File: src/rtl/regfile_pkg.sv
// Shared types for the register-file write-back path.
// Index/data widths, queue entry layout and a one-hot helper.
package regfile_pkg;

  localparam int NUM_REGS  = 16;
  localparam int DATA_W    = 16;
  localparam int REG_IDX_W = $clog2(NUM_REGS);
  localparam int WB_DEPTH  = 4;

  typedef logic [REG_IDX_W-1:0] reg_idx_t;
  typedef logic [DATA_W-1:0]    data_t;
  typedef logic [NUM_REGS-1:0]  reg_mask_t;

  typedef struct packed {
    reg_idx_t rd;
    data_t    data;
  } wb_entry_t;

  function automatic reg_mask_t onehot(input reg_idx_t r);
    reg_mask_t m;
    m    = '0;
    m[r] = 1'b1;
    return m;
  endfunction

endpackage

File: src/rtl/regfile_write_ctrl_if.sv
// Write-back request/retire bundle between the pipeline and the
// register-file write controller; stall_cnt only with RF_WB_STALL_CNT_EN.
interface regfile_write_ctrl_if;
  import regfile_pkg::*;

  logic      alu_valid;
  logic      alu_ready;
  reg_idx_t  alu_reg;
  data_t     alu_data;
  logic      mem_valid;
  logic      mem_ready;
  reg_idx_t  mem_reg;
  data_t     mem_data;
  logic      rf_hold;
  reg_mask_t write_reg;
  data_t     write_data;
  reg_mask_t pending;
`ifdef RF_WB_STALL_CNT_EN
  logic [15:0] stall_cnt;

  modport master (
    output alu_valid, alu_reg, alu_data,
    output mem_valid, mem_reg, mem_data,
    output rf_hold,
    input  alu_ready, mem_ready,
    input  write_reg, write_data, pending,
    input  stall_cnt
  );

  modport slave (
    input  alu_valid, alu_reg, alu_data,
    input  mem_valid, mem_reg, mem_data,
    input  rf_hold,
    output alu_ready, mem_ready,
    output write_reg, write_data, pending,
    output stall_cnt
  );
`else
  modport master (
    output alu_valid, alu_reg, alu_data,
    output mem_valid, mem_reg, mem_data,
    output rf_hold,
    input  alu_ready, mem_ready,
    input  write_reg, write_data, pending
  );

  modport slave (
    input  alu_valid, alu_reg, alu_data,
    input  mem_valid, mem_reg, mem_data,
    input  rf_hold,
    output alu_ready, mem_ready,
    output write_reg, write_data, pending
  );
`endif

endinterface

File: src/rtl/regfile_write_ctrl_wb_fifo.sv
// Circular write-back queue of wb_entry_t with a per-slot valid view
// so the controller can build the pending scoreboard.
module wb_fifo
  import regfile_pkg::*;
#(
  parameter int DEPTH = WB_DEPTH
) (
  input  logic                   clk,
  input  logic                   rst,
  input  logic                   push,
  input  wb_entry_t              push_entry,
  input  logic                   pop,
  output wb_entry_t              head,
  output logic [$clog2(DEPTH):0] count,
  output logic                   empty,
  output logic [DEPTH-1:0]       entry_vld,
  output reg_idx_t               entry_rd [DEPTH]
);

  localparam int PTR_W = $clog2(DEPTH);

  logic [PTR_W-1:0] wr_ptr;
  logic [PTR_W-1:0] rd_ptr;
  wb_entry_t        mem [DEPTH];

  // Pointers and occupancy; reset drops every queued entry.
  always_ff @(posedge clk or posedge rst) begin
    if (rst) begin
      wr_ptr <= '0;
      rd_ptr <= '0;
      count  <= '0;
    end else begin
      if (push) wr_ptr <= wr_ptr + 1'b1;
      if (pop)  rd_ptr <= rd_ptr + 1'b1;
      if (push && !pop)
        count <= count + 1'b1;
      else if (pop && !push)
        count <= count - 1'b1;
    end
  end

  // Entry storage; only slots inside the valid window are ever read.
  always_ff @(posedge clk) begin
    if (push) mem[wr_ptr] <= push_entry;
  end

  assign head  = mem[rd_ptr];
  assign empty = (count == '0);

  // A slot is live when its distance from the head is below count.
  always_comb begin
    logic [PTR_W-1:0] off;
    off = '0;
    for (int i = 0; i < DEPTH; i++) begin
      off          = PTR_W'(i) - rd_ptr;
      entry_vld[i] = ({1'b0, off} < count);
      entry_rd[i]  = mem[i].rd;
    end
  end

endmodule

File: src/rtl/regfile_write_ctrl.sv
// Register-file write-back driver: round-robin ALU/MEM intake, R0 filter,
// FIFO retire as one-hot enable. RF_WB_STALL_CNT_EN adds stall_cnt.
module regfile_write_ctrl
  import regfile_pkg::*;
#(
  parameter int DEPTH = WB_DEPTH
) (
  input logic                 clk,
  input logic                 rst,
  regfile_write_ctrl_if.slave bus
);

  localparam int CNT_W = $clog2(DEPTH) + 1;

  logic             prio_mem;
  logic             room;
  logic             gnt_alu;
  logic             gnt_mem;
  logic             take;
  logic             push;
  logic             pop;
  logic [CNT_W-1:0] count;
  logic             empty;
  wb_entry_t        head;
  wb_entry_t        sel;
  logic [DEPTH-1:0] entry_vld;
  reg_idx_t         entry_rd [DEPTH];
  data_t            last_data;
  reg_mask_t        pend;

  // Readiness looks only at the registered count: no pass-through
  // when the queue is full, even if the head retires this cycle.
  assign room    = (count < CNT_W'(DEPTH));
  assign gnt_alu = bus.alu_valid & (~bus.mem_valid | ~prio_mem);
  assign gnt_mem = bus.mem_valid & (~bus.alu_valid | prio_mem);

  assign bus.alu_ready = gnt_alu & room;
  assign bus.mem_ready = gnt_mem & room;

  assign take = bus.alu_ready | bus.mem_ready;

  // Select the accepted request.
  always_comb begin
    sel = '0;
    if (bus.alu_ready) begin
      sel.rd   = bus.alu_reg;
      sel.data = bus.alu_data;
    end else if (bus.mem_ready) begin
      sel.rd   = bus.mem_reg;
      sel.data = bus.mem_data;
    end
  end

  // R0 writes are acknowledged but never queued.
  assign push = take & (sel.rd != '0);
  assign pop  = ~empty & ~bus.rf_hold;

  wb_fifo #(
    .DEPTH (DEPTH)
  ) u_fifo (
    .clk        (clk),
    .rst        (rst),
    .push       (push),
    .push_entry (sel),
    .pop        (pop),
    .head       (head),
    .count      (count),
    .empty      (empty),
    .entry_vld  (entry_vld),
    .entry_rd   (entry_rd)
  );

  // Round-robin flag flips only on a grant made under contention.
  always_ff @(posedge clk or posedge rst) begin
    if (rst)
      prio_mem <= 1'b0;
    else if (bus.alu_valid && bus.mem_valid && take)
      prio_mem <= ~prio_mem;
  end

  // Remember the last retired data so write_data holds when idle.
  always_ff @(posedge clk or posedge rst) begin
    if (rst)
      last_data <= '0;
    else if (pop)
      last_data <= head.data;
  end

  assign bus.write_reg  = pop ? onehot(head.rd) : '0;
  assign bus.write_data = pop ? head.data : last_data;

  // Scoreboard: every live queue slot marks its target register.
  always_comb begin
    pend = '0;
    for (int i = 0; i < DEPTH; i++)
      if (entry_vld[i]) pend = pend | onehot(entry_rd[i]);
  end

  assign bus.pending = pend;

`ifdef RF_WB_STALL_CNT_EN
  logic [1:0]  stall_inc;
  logic [16:0] stall_sum;
  logic [15:0] stall_q;

  assign stall_inc =
    2'(bus.alu_valid & ~bus.alu_ready) +
    2'(bus.mem_valid & ~bus.mem_ready);
  assign stall_sum = {1'b0, stall_q} + 17'(stall_inc);

  // Saturating count of source-cycles spent waiting.
  always_ff @(posedge clk or posedge rst) begin
    if (rst)
      stall_q <= '0;
    else
      stall_q <= stall_sum[16] ? 16'hFFFF : stall_sum[15:0];
  end

  assign bus.stall_cnt = stall_q;
`endif

endmodule

File: src/flat_wrapper.sv
// flat-port wrapper written by rule: the top's interface ports become plain ports
module regfile_write_ctrl_flat import regfile_pkg::*;
#(
  parameter int DEPTH = WB_DEPTH
)
  (clk, rst, bus_alu_valid, bus_alu_reg, bus_alu_data, bus_mem_valid, bus_mem_reg, bus_mem_data, bus_rf_hold, bus_alu_ready, bus_mem_ready, bus_write_reg, bus_write_data, bus_pending);
  regfile_write_ctrl_if bus_i ();
  input logic clk;
  input logic rst;
  input wire logic [$bits(bus_i.alu_valid)-1:0] bus_alu_valid;
  input wire logic [$bits(bus_i.alu_reg)-1:0] bus_alu_reg;
  input wire logic [$bits(bus_i.alu_data)-1:0] bus_alu_data;
  input wire logic [$bits(bus_i.mem_valid)-1:0] bus_mem_valid;
  input wire logic [$bits(bus_i.mem_reg)-1:0] bus_mem_reg;
  input wire logic [$bits(bus_i.mem_data)-1:0] bus_mem_data;
  input wire logic [$bits(bus_i.rf_hold)-1:0] bus_rf_hold;
  output wire logic [$bits(bus_i.alu_ready)-1:0] bus_alu_ready;
  output wire logic [$bits(bus_i.mem_ready)-1:0] bus_mem_ready;
  output wire logic [$bits(bus_i.write_reg)-1:0] bus_write_reg;
  output wire logic [$bits(bus_i.write_data)-1:0] bus_write_data;
  output wire logic [$bits(bus_i.pending)-1:0] bus_pending;
  assign bus_i.alu_valid = bus_alu_valid;
  assign bus_i.alu_reg = bus_alu_reg;
  assign bus_i.alu_data = bus_alu_data;
  assign bus_i.mem_valid = bus_mem_valid;
  assign bus_i.mem_reg = bus_mem_reg;
  assign bus_i.mem_data = bus_mem_data;
  assign bus_i.rf_hold = bus_rf_hold;
  assign bus_alu_ready = bus_i.alu_ready;
  assign bus_mem_ready = bus_i.mem_ready;
  assign bus_write_reg = bus_i.write_reg;
  assign bus_write_data = bus_i.write_data;
  assign bus_pending = bus_i.pending;
  regfile_write_ctrl #(.DEPTH(DEPTH)) u_core (.clk(clk), .rst(rst), .bus(bus_i));
endmodule
File: config.mk
export PLATFORM = sky130hd
export DESIGN_NAME = regfile_write_ctrl_flat
export DESIGN_NICKNAME = d
export VERILOG_FILES = /design/src/rtl/regfile_pkg.sv /design/src/rtl/regfile_write_ctrl_if.sv /design/src/rtl/regfile_write_ctrl_wb_fifo.sv /design/src/rtl/regfile_write_ctrl.sv /design/src/flat_wrapper.sv
export SDC_FILE = /design/constraint.sdc
export NUM_CORES = 1
export LEC_CHECK = 0
export CORE_MARGIN = 3
export CORE_UTILIZATION = 47
export CTS_CLUSTER_DIAMETER = 60
export DETAILED_ROUTE_END_ITERATION = 16
export PLACE_DENSITY_LB_ADDON = 0.12
export SKIP_LAST_GASP = 1
export SLEW_MARGIN = 20
export SYNTH_ARGS = -nofsm -noshare
export SYNTH_HDL_FRONTEND = slang
export SYNTH_SLANG_ARGS = --single-unit
File: constraint.sdc
create_clock -name clk -period 2.8 [get_ports clk]
set_input_delay 0.42 -clock clk [delete_from_list [all_inputs] [get_ports clk]]
set_output_delay 0.42 -clock clk [all_outputs]
set_load 0.02 [all_outputs]
# Word-level counts from Yosys, hierarchy flattened
# Memory sizes are Yosys's and may differ from the RTL's.
# Index checks and enable logic that the tools add are counted.
[word_totals] out_inout_bits=50 input_bits=45 word_cells=82 register_bits=24 ram_bits=80 memories=1
[classes] n_mux=22 addsub=8 order_cmp=15 n_bitwise=17 reduce_logical=14
[mem_list] name="u_core.u_fifo.mem" words=4 width=20 read_ports=5 rd_clocked_by_memory_dff=0 wr=1 line_no="regfile_write_ctrl_wb_fifo.sv:24" rtl="wb_entry_t mem [DEPTH];"
[ops] op="16-bit two-way mux" count=6
[ops] op="16-bit OR" count=3
[ops] op="20-bit two-way mux" count=2
[ops] op="4-bit by 5-bit less-than comparator with 1-bit output, second input constant" count=5
[ops] op="1-bit demux with 4-bit select" count=5
[ops] op="4-bit by 1-bit >= comparator with 1-bit output, second input constant" count=5
[ops] op="2-bit by 3-bit less-than comparator with 1-bit output" count=4
[ops] op="1-bit logical AND" count=9
[ops] op="1-bit two-way mux" count=7
[ops] op="1-bit AND" count=6
[ops] op="3-bit two-way mux" count=2
[ops] op="1-bit inverter" count=5
[ops] op="2-bit by 1-bit adder with 2-bit output, second input constant" count=2
[ops] op="4-bit nonzero test" count=1
[ops] op="1-bit by 2-bit subtractor with 2-bit output, first input constant" count=2
[ops] op="2-bit subtractor, first input constant" count=2
[ops] op="3-bit by 1-bit adder with 3-bit output, second input constant" count=1
[ops] op="3-bit zero test" count=1
[ops] op="3-bit less-than comparator, second input constant" count=1
[ops] op="1-bit OR" count=3
[ops] op="3-bit by 1-bit subtractor with 3-bit output, second input constant" count=1
[ops] op="1-bit zero test" count=2
[ops] op="2-bit nonzero test" count=1

# Depth between registers and ports, before layout
# Gate-level depths: netlist (run 1).
[depth] ltp_word=12 depth_mapped=11 mapped_depth_nobuf=11

# Modules after synthesis
# From an unflattened synthesis (run 1), not the netlist that was laid out.
[hier_totals] hier_cells=342 hier_area_um2=5139.9
[modules_own_cells] module="wb_fifo" seq_area_each_um2=2577.5 cells_per_inst=173 n_inst=1 area_each_um2=3557.2
[modules_own_cells] module="regfile_write_ctrl" seq_area_each_um2=425.4 cells_per_inst=169 n_inst=1 area_each_um2=1582.8

# Worst setup path after synthesis (run 1)
# Ideal clock, no wire load.
[synth_timing] path_kind="register -> output" startpoint="register u_core.u_fifo.rd_ptr[1]" endpoint="output port bus_pending[3]" path_buffers=2 t_required_ns=2.380 stages_incl_launch_ff=10 arrival_time_ns=2.221 setup_slack_ns=0.159 cell_sequence="dfrtp_1 buf_2 buf_2 inv_1 ha_1 a21boi_0 o21ai_2 nor3b_1 a22oi_1 nand3_1"
[synth_between] elab_chain_cells=9 elab_cells_between_ends=15 cone_classes="add/sub: 4; order compare: 4; mux: 4; bitwise: 3"
[synth_lines] item="start: declaration" line_no="regfile_write_ctrl_wb_fifo.sv:23" rtl="logic [PTR_W-1:0] rd_ptr;"
[synth_lines] item="start signal: assignment" line_no="regfile_write_ctrl_wb_fifo.sv:34" rtl="if (pop) rd_ptr <= rd_ptr + 1'b1;"
[synth_lines] item="1-bit by 2-bit subtractor with 2-bit output" line_no="regfile_write_ctrl_wb_fifo.sv:55" rtl="off = PTR_W'(i) - rd_ptr;"
[synth_lines] item="2-bit by 3-bit less-than comparator with 1-bit output" line_no="regfile_write_ctrl_wb_fifo.sv:56" rtl="entry_vld[i] = ({1'b0, off} < count);"
[synth_lines] item="16-bit two-way mux" line_no="regfile_write_ctrl.sv:96" rtl="if (entry_vld[i]) pend = pend | onehot(entry_rd[i]);"
[synth_lines] item="16-bit OR" line_no="regfile_write_ctrl.sv:96"
[synth_lines] item="16-bit two-way mux" line_no="regfile_write_ctrl.sv:96"
[synth_lines] item="16-bit OR" line_no="regfile_write_ctrl.sv:96"
[synth_lines] item="16-bit two-way mux" line_no="regfile_write_ctrl.sv:96"
[synth_lines] item="16-bit OR" line_no="regfile_write_ctrl.sv:96"
[synth_lines] item="16-bit two-way mux *" line_no="regfile_write_ctrl.sv:96"
[synth_lines] item="end: declaration" line_no="flat_wrapper.sv:21" rtl="output wire logic [$bits(bus_i.pending)-1:0] bus_pending;"
# Mark *: on every way between the ends. The rest lies on a longest branch, timed or not.

# Final worst setup path (run 1)
# Ends and elaborated chain as after synthesis.

==> impl_summary.log, run 1 <==
INFO  metric drt.antenna.violating_nets = 0
INFO  metric path_class = reg -> out
INFO  metric timing.final.hold_violations = 0
INFO  metric irDropWorstVdd = 516 uV
INFO  metric number_of_flip_flops_in_the_largest_register = 80
INFO  metric start_util = between 40% and 50%
INFO  metric nNetsFinal = 545
INFO  metric synth-compound-area-share = under 10%
INFO  metric worst_hold_slack = 0.400 ns
INFO  metric yosys.area.top_type_share = 47.2%
INFO  metric ys_ff_latch = around 100
INFO  metric groute.usage.overall = a little over a fifth
INFO  metric synth_top_area_cell = edfxtp_1
INFO  metric antenna_cells_inserted = 0
INFO  metric synth_top_cells_by_area = edfxtp_1 (47%), dfrtp_1 (12%), mux4_1 (5.7%)
INFO  metric fp.dieArea = 12100 sq um
INFO  metric timing.critical_path.depth = 10
INFO  metric synthToLayoutAreaGrowth = 30.4%
INFO  metric mappedNetlistNets = 414
INFO  metric grt_setup_unrepaired = true
INFO  metric synthSimpleGateAreaFrac = 14.9%
INFO  metric yosys.cell_types.count = 44
INFO  metric worst_setup_hold_path_clk_slew = 0.10 ns
INFO  metric final_util = 63.7%
INFO  metric synth_seq_area_share = 59.0%
INFO  metric critical_path.slowest_cell = dfrtp_1
INFO  metric crit_path_max_fanout = 4
INFO  metric detail_route.wl_per_cell = 19.8 microns
INFO  metric max_slew.worst_pin.slew = 0.566 ns
INFO  metric placed_area = 6410 sq um
INFO  metric number_of_maximum_capacitance_constraint_violations = 0
INFO  metric synthXorXnorAreaFrac = under 10%
INFO  metric buffer_ports.inserted = between 90 and 100
INFO  metric regToRegStartpoint = u_core.prio_mem$_DFFE_PP0P_
INFO  metric vias = 3520
INFO  metric synthMuxAreaShare = 13.7%
INFO  metric cts.hold.buffers_added = 0
INFO  metric worstSetupStartpointType = flop
INFO  metric stdcell_area = between 6000 and 7000 sq um
INFO  metric synth_enable_flop_cells = 80
INFO  metric drt_first_pass_iters = 5
INFO  metric critical_path.reg2reg.endpoint = u_core.u_fifo.count[1]$_DFFE_PP0P_
INFO  metric dominant_combinational_cell_family_by_area_after_synthesis = simple AND/OR/NAND/NOR gates
INFO  metric die-width = about 110 microns
INFO  metric grt_start_max_net_pins = 25
INFO  metric globalRouteOverflowTotal = 0
INFO  metric ys_top_cells_by_count = edfxtp_1 (80), nand3_1 (32), nor2_1 (28), dfrtp_1 (24)
INFO  metric grt_pass1_vias = ~3600
INFO  metric critPathRequiredTime = 2.38 ns
INFO  metric worstHoldPathType = in -> async
INFO  metric clock_path_buffers = 2
INFO  metric drt_iter0_drc = 214
INFO  metric cts_tree = done
INFO  metric fraction_of_layout_cells_with_a_size_suffix_above_1 = 26.3%
INFO  metric finalSetupViolations = 0
INFO  metric globalplace.congestion = 0.962
INFO  metric dp_hpwl = 9.23 mm
INFO  metric vias_per_cell = 5.58
INFO  metric slowest_delay = 0.44 ns
INFO  metric slew_headroom = 62.2%
INFO  metric nFillCells = 813
INFO  metric cp-end-kind = output pin
INFO  metric totalWireLength = between 10 and 15 mm
INFO  metric post-route-period-util = 98.7%
INFO  metric clock_network_latency_to_the_later_pin_of_the_worst_skew_pair = 0.36 ns
INFO  metric antenna_found_initial = 0
INFO  metric critPathTopFamily = buffers and inverters
INFO  metric maxSlewViolCount = 0
INFO  metric syn_area_per_cell = 14.2 sq um
INFO  metric reg2reg_depth = 9
INFO  metric final_period_minus_worst_setup_slack = 2.76 ns
INFO  metric synth.most_common_cell = edfxtp_1
INFO  metric die_height = 110 microns
INFO  metric fin_worst_skew = 0.0165 ns
INFO  metric fraction_of_registers_with_async_set_or_reset_after_synthesis = 23.1%
INFO  metric critPathLaunch = u_core.u_fifo.rd_ptr[1]$_DFFE_PP0P_
INFO  metric cp_data_arrival_time = 2.34 ns
INFO  metric yosys_warnings = 0
INFO  metric grt_first_pass_wirelength = 19.1 mm
INFO  metric floorplan.rows = 37
INFO  metric core = 10400 sq um
INFO  metric h-tree-depth = 3
INFO  metric cts-buffers-inserted = 9
INFO  metric worstPathBufferInverterCount = 4
INFO  metric status = finished, final reports clean
INFO  metric cellPowerDensity = between 1000 and 1500 nW/um^2
INFO  metric p_leak = ~2.6 nW
INFO  metric tritoncts_num_sinks = between 100 and 150
INFO  metric crit_chain = buf_6 -> inv_1 -> ha_4 -> a21boi_1 -> o21ai_2 -> nor3b_2 -> buf_4 -> a22oi_1 -> nand3_1 -> clkbuf_2
INFO  metric synth_adder_area_share = approximately 2.6%
INFO  metric yosys_most_used_dff = edfxtp_1
INFO  metric multiInputGateArea = 2040 sq um
INFO  metric design_power_total = 0.00762 W
INFO  metric netlist_instances = 359
INFO  metric final-seq-area = approximately 3000 sq um
INFO  metric worstSetupEndpoint = bus_pending[3]
INFO  metric clockRootBuffer = clkbuf_8
INFO  metric timing.fmax = 362 MHz
INFO  metric drt_drc_violations_left = 0
INFO  metric reg2reg_setup_slack = 0.45 ns
INFO  metric post_synth_design_cell_area = ~5000 sq um
INFO  metric pin_count = 95
-- metal layers --
layer | global-route usage, % | wire length, microns
met1 | 25.5 | 5140
met5 | 0 | 0
met4 | 5.88 | 161
met2 | 39.0 | 6640
met3 | 3.61 | 555
-- report_power, final --
part           leakage [nW]  internal, W  switching, W  total (W)
registers              1.04      0.00235      0.000227    0.00258
clock network        0.0908     0.000337      0.000519   0.000856
logic                  1.48      0.00190       0.00229    0.00419
total                  2.61      0.00459       0.00303    0.00762
-- what timing repair did --
action | in CTS | in global routing
cloned | 0 | 1
buffers inserted | 0 | 2
pin swaps | 1 | 6
gates resized for setup | 70 | 59
hold endpoints to repair | 0 | 0
endpoints found under the setup margin | 45 | 43
-- final cells by class --
type                    instances  area share (%)
clock buffers                  10            1.92
repair buffers                133            18.1
multi-input cells             231            30.8
flip-flops and latches        104            45.3
clock inverters                 6           0.754
well taps                     136            2.56
inverters                      11           0.622
-- worst register-to-register path, stage by stage (launching register included) --
cell,delay [ns]
dfrtp_1,0.42
nand2b_4,0.17
a32oi_1,0.21
nor2_1,0.11
nor4_4,0.32
inv_1,0.10
ha_1,0.20
inv_1,0.07
fa_1,0.39
mux2_2,0.26
-- metrics by stage --
stage	setup WS, ns	setup TNS (ns)	cells
CTS	-0.148	-1.33	628
finish	0.0374	0	631
floorplan	0.159	0	359
global placement	-0.0325	-0.0979	612
detailed placement	-0.0736	-3.32	612
global route	-0.0817	-0.427	631
-- cell families after synthesis --
kind of cell | count (synthesis)
compound gates | 36
fa+ha+maj | 10
buf+inv | 24
xor+xnor | 8
flops | 104
mux | 38
simple gates | 139
-- how the worst min path moves through the flow --
stage	slack, ns	endpoint
after detailed placement	0.49	u_core.last_data[0]$_DFF_PP0_
after floorplan	0.43	u_core.last_data[0]$_DFF_PP0_
final	0.40	u_core.last_data[1]$_DFF_PP0_
after CTS	0.41	u_core.last_data[1]$_DFF_PP0_
after global placement	0.48	u_core.last_data[1]$_DFF_PP0_
after global routing	0.43	u_core.last_data[1]$_DFF_PP0_
-- cells in the final DEF (no fill, tap or decap), types with 6 or more instances in the layout --
cell type / Yosys / layout
dlygate4sd2_1: 0 / 16
nand4_1: 20 / 20
a22o_1: 16 / 16
clkbuf_8: 0 / 9
mux4_2: 9 / 9
nor2b_1: 13 / 13
nor2_1: 28 / 27
buf_4: 0 / 35
mux2_2: 17 / 17
a22oi_1: 6 / 6
clkbuf_2: 0 / 14
inv_1: 11 / 11
clkdlybuf4s50_1: 0 / 48
nand2_1: 20 / 20
edfxtp_1: 80 / 80
nand3_1: 32 / 32
dfrtp_1: 24 / 23
mux4_1: 11 / 11
clkdlybuf4s15_1: 0 / 7
xnor2_1: 7 / 6
ha_1: 9 / 7
Power figures use the tool's default switching activity.
==> run 2, diff against run 1 <==
Settings changed: CORE_MARGIN 3 to default, TNS_END_PERCENT from default to 50.
==> run 2 against run 1 <==
The run now ends with negative setup slack left. Non-clock buffer count increased by 4. Sequential cell count unchanged. Global-route usage increased by 2.2 points. Via count increased by 1.7%. First-iteration DRC count decreased by 7.5%. Clock skew decreased by 0.0080 ns. Critical path depth decreased by 6. Worst hold slack improved by 0.00083 ns. Register-to-register slack about the same. Sequential share of layout area decreased by 0.42 points. Final area increased by 0.94%. Critical endpoint is now bus_write_data[6].
==> impl_summary.log, run 2 (synthesized netlist as in run 1, its figures left out) <==
INFO  metric status = complete, but fails checks
INFO  metric violations = negative setup slack
INFO  metric antenna_found_initial = 0
INFO  metric number_of_maximum_capacitance_constraint_violations = 0
INFO  metric detail_route.wl_per_cell = 19.3 microns
INFO  metric clockRootBuffer = clkbuf_8
INFO  metric slew_headroom = a little over three fifths
INFO  metric floorplan.rows = 37
INFO  metric p_switching = 0.00298 W
INFO  metric p_comb_share = between 50% and 60%
INFO  metric placed_area = 6410 sq um
INFO  metric critical_path.slowest_cell = mux4_1
INFO  metric cellPowerDensity = 1180 nW/um^2
INFO  metric cp-end-kind = output pin
INFO  metric drt_drc_violations_left = 0
INFO  metric die_height = ~110 microns
INFO  metric totalWireLength = about 12 mm
INFO  metric max_slew.worst_pin.slew = 0.555 ns
INFO  metric worstSetupStartpointType = flop
INFO  metric grt_pass1_vias = 3622
INFO  metric clock_path_buffers = 2
INFO  metric tritoncts_num_sinks = 104
INFO  metric nNetsFinal = ~550
INFO  metric number_of_flip_flops_in_the_largest_register = 80
INFO  metric groute.usage.overall = 23.4%
INFO  metric vias_per_cell = 5.64
INFO  metric grt_first_pass_wirelength = about 19 mm
INFO  metric clock_network_latency_to_the_later_pin_of_the_worst_skew_pair = 0.37 ns
INFO  metric timing.fmax = ~340 MHz
INFO  metric worst_setup_hold_path_clk_slew = around 0.09 ns
INFO  metric grt_start_max_net_pins = 25
INFO  metric critPathRequiredTime = between 2 and 2.5 ns
INFO  metric start_util = 48.9%
INFO  metric globalplace.congestion = between 0.9 and 1
INFO  metric cts-buffers-inserted = 9
INFO  metric p_clk_share = 13.2%
INFO  metric fin_worst_skew = 0.00844 ns
INFO  metric pin_count = 95
INFO  metric power.share.switching = 37.8%
INFO  metric pwr-share-seq = 32.5%
INFO  metric path_class = reg -> out
INFO  metric maxSlewViolCount = 0
INFO  metric worstHoldPathType = in -> async
INFO  metric nFillCells = 797
INFO  metric crit_path_max_fanout = 15
INFO  metric grt_setup_unrepaired = true
INFO  metric fraction_of_layout_cells_with_a_size_suffix_above_1 = 26.1%
INFO  metric synthToLayoutAreaGrowth = 31.6%
INFO  metric antenna_cells_inserted = 0
INFO  metric crit_chain = buf_6 -> mux4_1 -> mux2_2 -> clkdlybuf4s50_1
INFO  metric core = roughly 10000 sq um
INFO  metric cts_tree = done
INFO  metric vias = approximately 3600
INFO  metric most_used_cells_in_the_layout_excluding_fill_and_tap_cells = edfxtp_1 (80), clkdlybuf4s50_1 (67), buf_4 (42)
INFO  metric drt_iter0_drc = 198
INFO  metric cp_data_arrival_time = 2.48 ns
INFO  metric most_common_cell_after_layout_fill_and_taps_aside = edfxtp_1
INFO  metric final_period_minus_worst_setup_slack = 2.90 ns
INFO  metric final_critical_path_setup_slack = -0.103 ns
INFO  metric irDropWorstVdd = 634 uV
INFO  metric buffer_ports.inserted = 94
INFO  metric die-width = ~110 microns
INFO  metric h-tree-depth = 3
INFO  metric fp.dieArea = roughly 11000 sq um
INFO  metric drt.antenna.violating_nets = 0
INFO  metric globalRouteOverflowTotal = 0
INFO  metric slowest_delay = 0.61 ns
INFO  metric internal-power = 0.00490 W
INFO  metric dp_slack = -0.0813 ns
INFO  metric stdcell_area = 6700 sq um
INFO  metric post-route-period-util = 104%
INFO  metric timing.final.hold_violations = 0
INFO  metric finalSetupViolations = 25
INFO  metric dp_hpwl = 8.97 mm
INFO  metric p_leak = 2.66 nW
INFO  metric drt_first_pass_iters = 4
[run 2: critical path, delay by kind of cell (launching register included)]
family / cells / cell delay (ns)
multiplexers: 2 / 0.91
flip-flops: 1 / 0.42
buffers and inverters: 2 / 0.78
[run 2: power by group through the flow]
stage | registers [W] | clock network [W] | logic, W
finish | 0.00256 | 0.00104 | 0.00428
global route | 0.00261 | 0.00112 | 0.00460
CTS | 0.00255 | 0.00106 | 0.00419
detailed placement | 0.00259 | 0 | 0.00415
global placement | 0.00257 | 0 | 0.00415
floorplan | 0.00254 | 0 | 0.00251
[run 2: worst paths after layout]
check | start | to | slack [ns] | cells after the start
worst max-delay path | u_core.u_fifo.rd_ptr[0]$_DFFE_PP0P_ | bus_write_data[6] | -0.10 | 4
worst min-delay path | rst | u_core.last_data[1]$_DFF_PP0_ | 0.40 | 3
worst max register to register | u_core.prio_mem$_DFFE_PP0P_ | u_core.u_fifo.count[1]$_DFFE_PP0P_ | 0.45 | 9
worst min register to register | u_core.last_data[0]$_DFF_PP0_ | u_core.last_data[0]$_DFF_PP0_ | 0.50 | 1
max in group asynchronous | rst | u_core.u_fifo.count[1]$_DFFE_PP0P_ | 2.12 | 3
min in group clk | u_core.last_data[0]$_DFF_PP0_ | u_core.last_data[0]$_DFF_PP0_ | 0.50 | 1
[run 2: per-layer routing]
metal / global-route usage [%] / routed length, microns
met1: 28.6 / 5050
met2: 41.0 / 6340
met3: 3.92 / 588
met4: 9.72 / 287
met5: 0 / 0
[run 2: layout make-up]
type	count	area, sq um	share of cell area (%)
Clock inverter	5	78.8	1.18
Multi-Input combinational cell	231	2020	30.1
Sequential cell	104	3000	44.8
Timing Repair Buffer	137	1240	18.5
Tap cell	136	170	2.54
Clock buffer	11	151	2.26
Inverter	11	41.3	0.616
[run 2: what timing repair did]
item,in CTS,in global routing
resized for setup,79,25
setup endpoints to repair,47,46
pin swaps,4,3
endpoints found under the hold margin,0,0
buffers inserted,6,0
hold buffers,0,0
[run 2: per-stage QoR]
step	utilization, %	hold WS (ns)	instances	setup TNS (ns)	power [W]
6_report	64.3	0.401	635	-1.34	0.00788
5_1_grt	64.3	0.439	635	-4.23	0.00834
2_1_floorplan	-	0.435	359	0	0.00505
3_3_place_gp	61.5	0.479	613	-0.100	0.00672
3_5_place_dp	61.5	0.487	613	-4.25	0.00675
4_1_cts	63.7	0.404	635	-3.67	0.00780
==> run 3, diff against run 2 <==
Settings changed: CTS_CLUSTER_SIZE from default to 25, GPL_TIMING_DRIVEN from default to 0.
==> run 3 against run 2 <==
The run still ends with negative setup slack left. Maximum frequency fell by 0.64%. Worst hold slack improved by 0.019 ns. Non-clock buffer count decreased by 5. Sequential share of layout area down 0.81 points. Global-route usage rose by 0.077 points. Total power increased by 2.0%. Largest power group unchanged.
==> impl_summary.log, run 3 (synthesized netlist as in run 1, its figures left out) <==
INFO  metric worstSetupStartpointType = flop
INFO  metric final_critical_path_setup_slack = -0.122 ns
INFO  metric globalplace.congestion = 0.906
INFO  metric vias = 3562
INFO  metric placed_area = 6200 sq um
INFO  metric pin_count = 95
INFO  metric buffer_ports.inserted = 94
INFO  metric cts.hold.buffers_added = 0
INFO  metric cellPowerDensity = between 1000 and 1500 nW/um^2
INFO  metric grt_start_max_net_pins = 25
INFO  metric drt_drc_violations_left = 0
INFO  metric finalSetupViolations = 22
INFO  metric multiInputGateArea = 2090 sq um
INFO  metric synthToLayoutAreaGrowth = 34.1%
INFO  metric fraction_of_layout_cells_with_a_size_suffix_above_1 = 27.3%
INFO  metric floorplan.rows = 37
INFO  metric start_util = 48.9%
INFO  metric clockRootBuffer = clkbuf_8
INFO  metric drt_first_pass_iters = 4
INFO  metric globalRouteOverflowTotal = 0
INFO  metric fin_worst_skew = 0.0114 ns
INFO  metric vias_per_cell = 5.65
INFO  metric groute.usage.overall = a little under a quarter
INFO  metric crit_path_max_fanout = 7
INFO  metric number_of_flip_flops_in_the_largest_register = 80
INFO  metric irDropWorstVdd = 578 uV
INFO  metric nFillCells = between 800 and 900
INFO  metric regToRegStartpoint = u_core.prio_mem$_DFFE_PP0P_
INFO  metric tritoncts_num_sinks = around 100
INFO  metric max_slew.worst_pin.slew = 0.581 ns
INFO  metric slew_headroom = ~61%
INFO  metric core = 10400 sq um
INFO  metric detail_route.wl_per_cell = 19.8 microns
INFO  metric grt_setup_unrepaired = true
INFO  metric final_util = between 60 and 70%
INFO  metric h-tree-depth = 3
INFO  metric violations = negative setup slack
INFO  metric drt.antenna.violating_nets = 0
INFO  metric cp_data_arrival_time = 2.50 ns
INFO  metric clock_network_latency_to_the_later_pin_of_the_worst_skew_pair = 0.37 ns
INFO  metric most_common_cell_after_layout_fill_and_taps_aside = edfxtp_1
INFO  metric worstHoldPathType = in -> async
INFO  metric critPathRequiredTime = around 2.4 ns
INFO  metric nNetsFinal = approximately 540
INFO  metric totalWireLength = 12.5 mm
INFO  metric dp_hpwl = 8.72 mm
INFO  metric fp.dieArea = 11200 sq um
INFO  metric stdcell_area = 6820 sq um
INFO  metric worst_setup_hold_path_clk_slew = 0.10 ns
INFO  metric reg2reg_setup_slack = approximately 0.22 ns
INFO  metric grt_first_pass_wirelength = 19.6 mm
INFO  metric timing.final.hold_violations = 0
INFO  metric final-seq-area = roughly 3000 sq um
INFO  metric number_of_maximum_capacitance_constraint_violations = 0
INFO  metric status = complete, but fails checks
INFO  metric maxSlewViolCount = 0
INFO  metric critical_path.reg2reg.endpoint = u_core.u_fifo.count[1]$_DFFE_PP0P_
INFO  metric antenna_found_initial = 0
INFO  metric design_power_total = around 0.008 W
INFO  metric worst_hold_slack = 0.420 ns
INFO  metric timing.fmax = between 300 and 400 MHz
INFO  metric cts_tree = done
INFO  metric reg2reg_depth = 10
INFO  metric die_height = 106 microns
INFO  metric cp-end-kind = output pin
INFO  metric path_class = reg -> out
INFO  metric final_period_minus_worst_setup_slack = 2.92 ns
INFO  metric antenna_cells_inserted = 0
INFO  metric drt_iter0_drc = 198
INFO  metric die-width = 106 microns
INFO  metric cts-buffers-inserted = 9
INFO  metric p_leak = about 2.8 nW
INFO  metric clock_path_buffers = 2
INFO  metric most_used_cells_in_the_layout_excluding_fill_and_tap_cells = edfxtp_1 (80), clkdlybuf4s50_1 (52), buf_4 (31)
INFO  metric grt_pass1_vias = 3650
INFO  metric post-route-period-util = 104%
==> run 3: cell count changes in the layout (fill, tap and decap cells not counted), moves of 4 or more <==
cell             before  now
clkdlybuf4s50_1      67   52
buf_4                42   31
dlymetal6s2s_1        4   15
buf_6                 5   14
dlygate4sd2_1         3    9
buf_2                 9    5
clkdlybuf4s15_2       4    0
clkinvlp_4            0    4
==> run 3: per-layer routing <==
layer  part of all wire (%)  global-route usage, %
met5                      0                      0
met4                    1.2                   5.85
met3                    4.0                   4.29
met2                     53                   41.8
met1                     41                   29.5
==> run 3: power breakdown <==
part,internal [W],total [W],switching [W]
Sequential,0.00235,0.00261,0.000259
Combinational,0.00222,0.00456,0.00234
Clock,0.000350,0.000859,0.000509
==> run 3: metrics by stage <==
step / setup slack [ns] / setup TNS (ns) / std cells
6_report: -0.122 / -1.56 / 630
5_1_grt: -0.234 / -5.24 / 630
4_1_cts: -0.263 / -5.67 / 616
3_5_place_dp: -1.04 / -28.76 / 589
3_3_place_gp: -1.08 / -24.33 / 589
2_1_floorplan: 0.159 / 0 / 359
==> run 3: worst max-delay path, cell delays in order (launching register included) <==
cell and delay [ns]:
dfrtp_1 0.40, buf_6 0.15, buf_12 0.14, buf_12 0.13
xnor2_4 0.14, inv_2 0.06, ha_4 0.26, a311oi_4 0.31
and2_4 0.23, a22oi_1 0.08, nand3_1 0.12, buf_6 0.12
==> run 3: how the worst max path moves through the flow <==
stage / slack (ns) / endpoint / start
2_1_floorplan: 0.16 / bus_pending[3] / u_core.u_fifo.rd_ptr[1]$_DFFE_PP0P_
3_3_place_gp: -1.08 / bus_pending[3] / u_core.u_fifo.rd_ptr[1]$_DFFE_PP0P_
3_5_place_dp: -1.04 / bus_pending[3] / u_core.u_fifo.rd_ptr[1]$_DFFE_PP0P_
4_1_cts: -0.26 / bus_write_reg[0] / u_core.u_fifo.rd_ptr[0]$_DFFE_PP0P_
5_1_grt: -0.23 / bus_pending[14] / u_core.u_fifo.rd_ptr[0]$_DFFE_PP0P_
6_report: -0.12 / bus_pending[10] / u_core.u_fifo.rd_ptr[0]$_DFFE_PP0P_
==> run 3: what timing repair did <==
action                     in CTS  in global routing
cloned                          2                  0
setup endpoints to repair      51                 52
setup buffers                   9                 14
gates resized for setup       143                 31
pin swaps                      18                  9
==> run 3: layout make-up <==
| cell class | instances | area share, % |
|---|---|---|
| multi-input cells | 231 | 30.7 |
| inverters | 11 | 0.660 |
| clock inverters | 6 | 0.642 |
| repair buffers | 119 | 17.4 |
| plain buffers | 13 | 2.11 |
| well taps | 136 | 2.49 |
| flip-flops and latches | 104 | 44.0 |
| clock buffers | 10 | 2.02 |
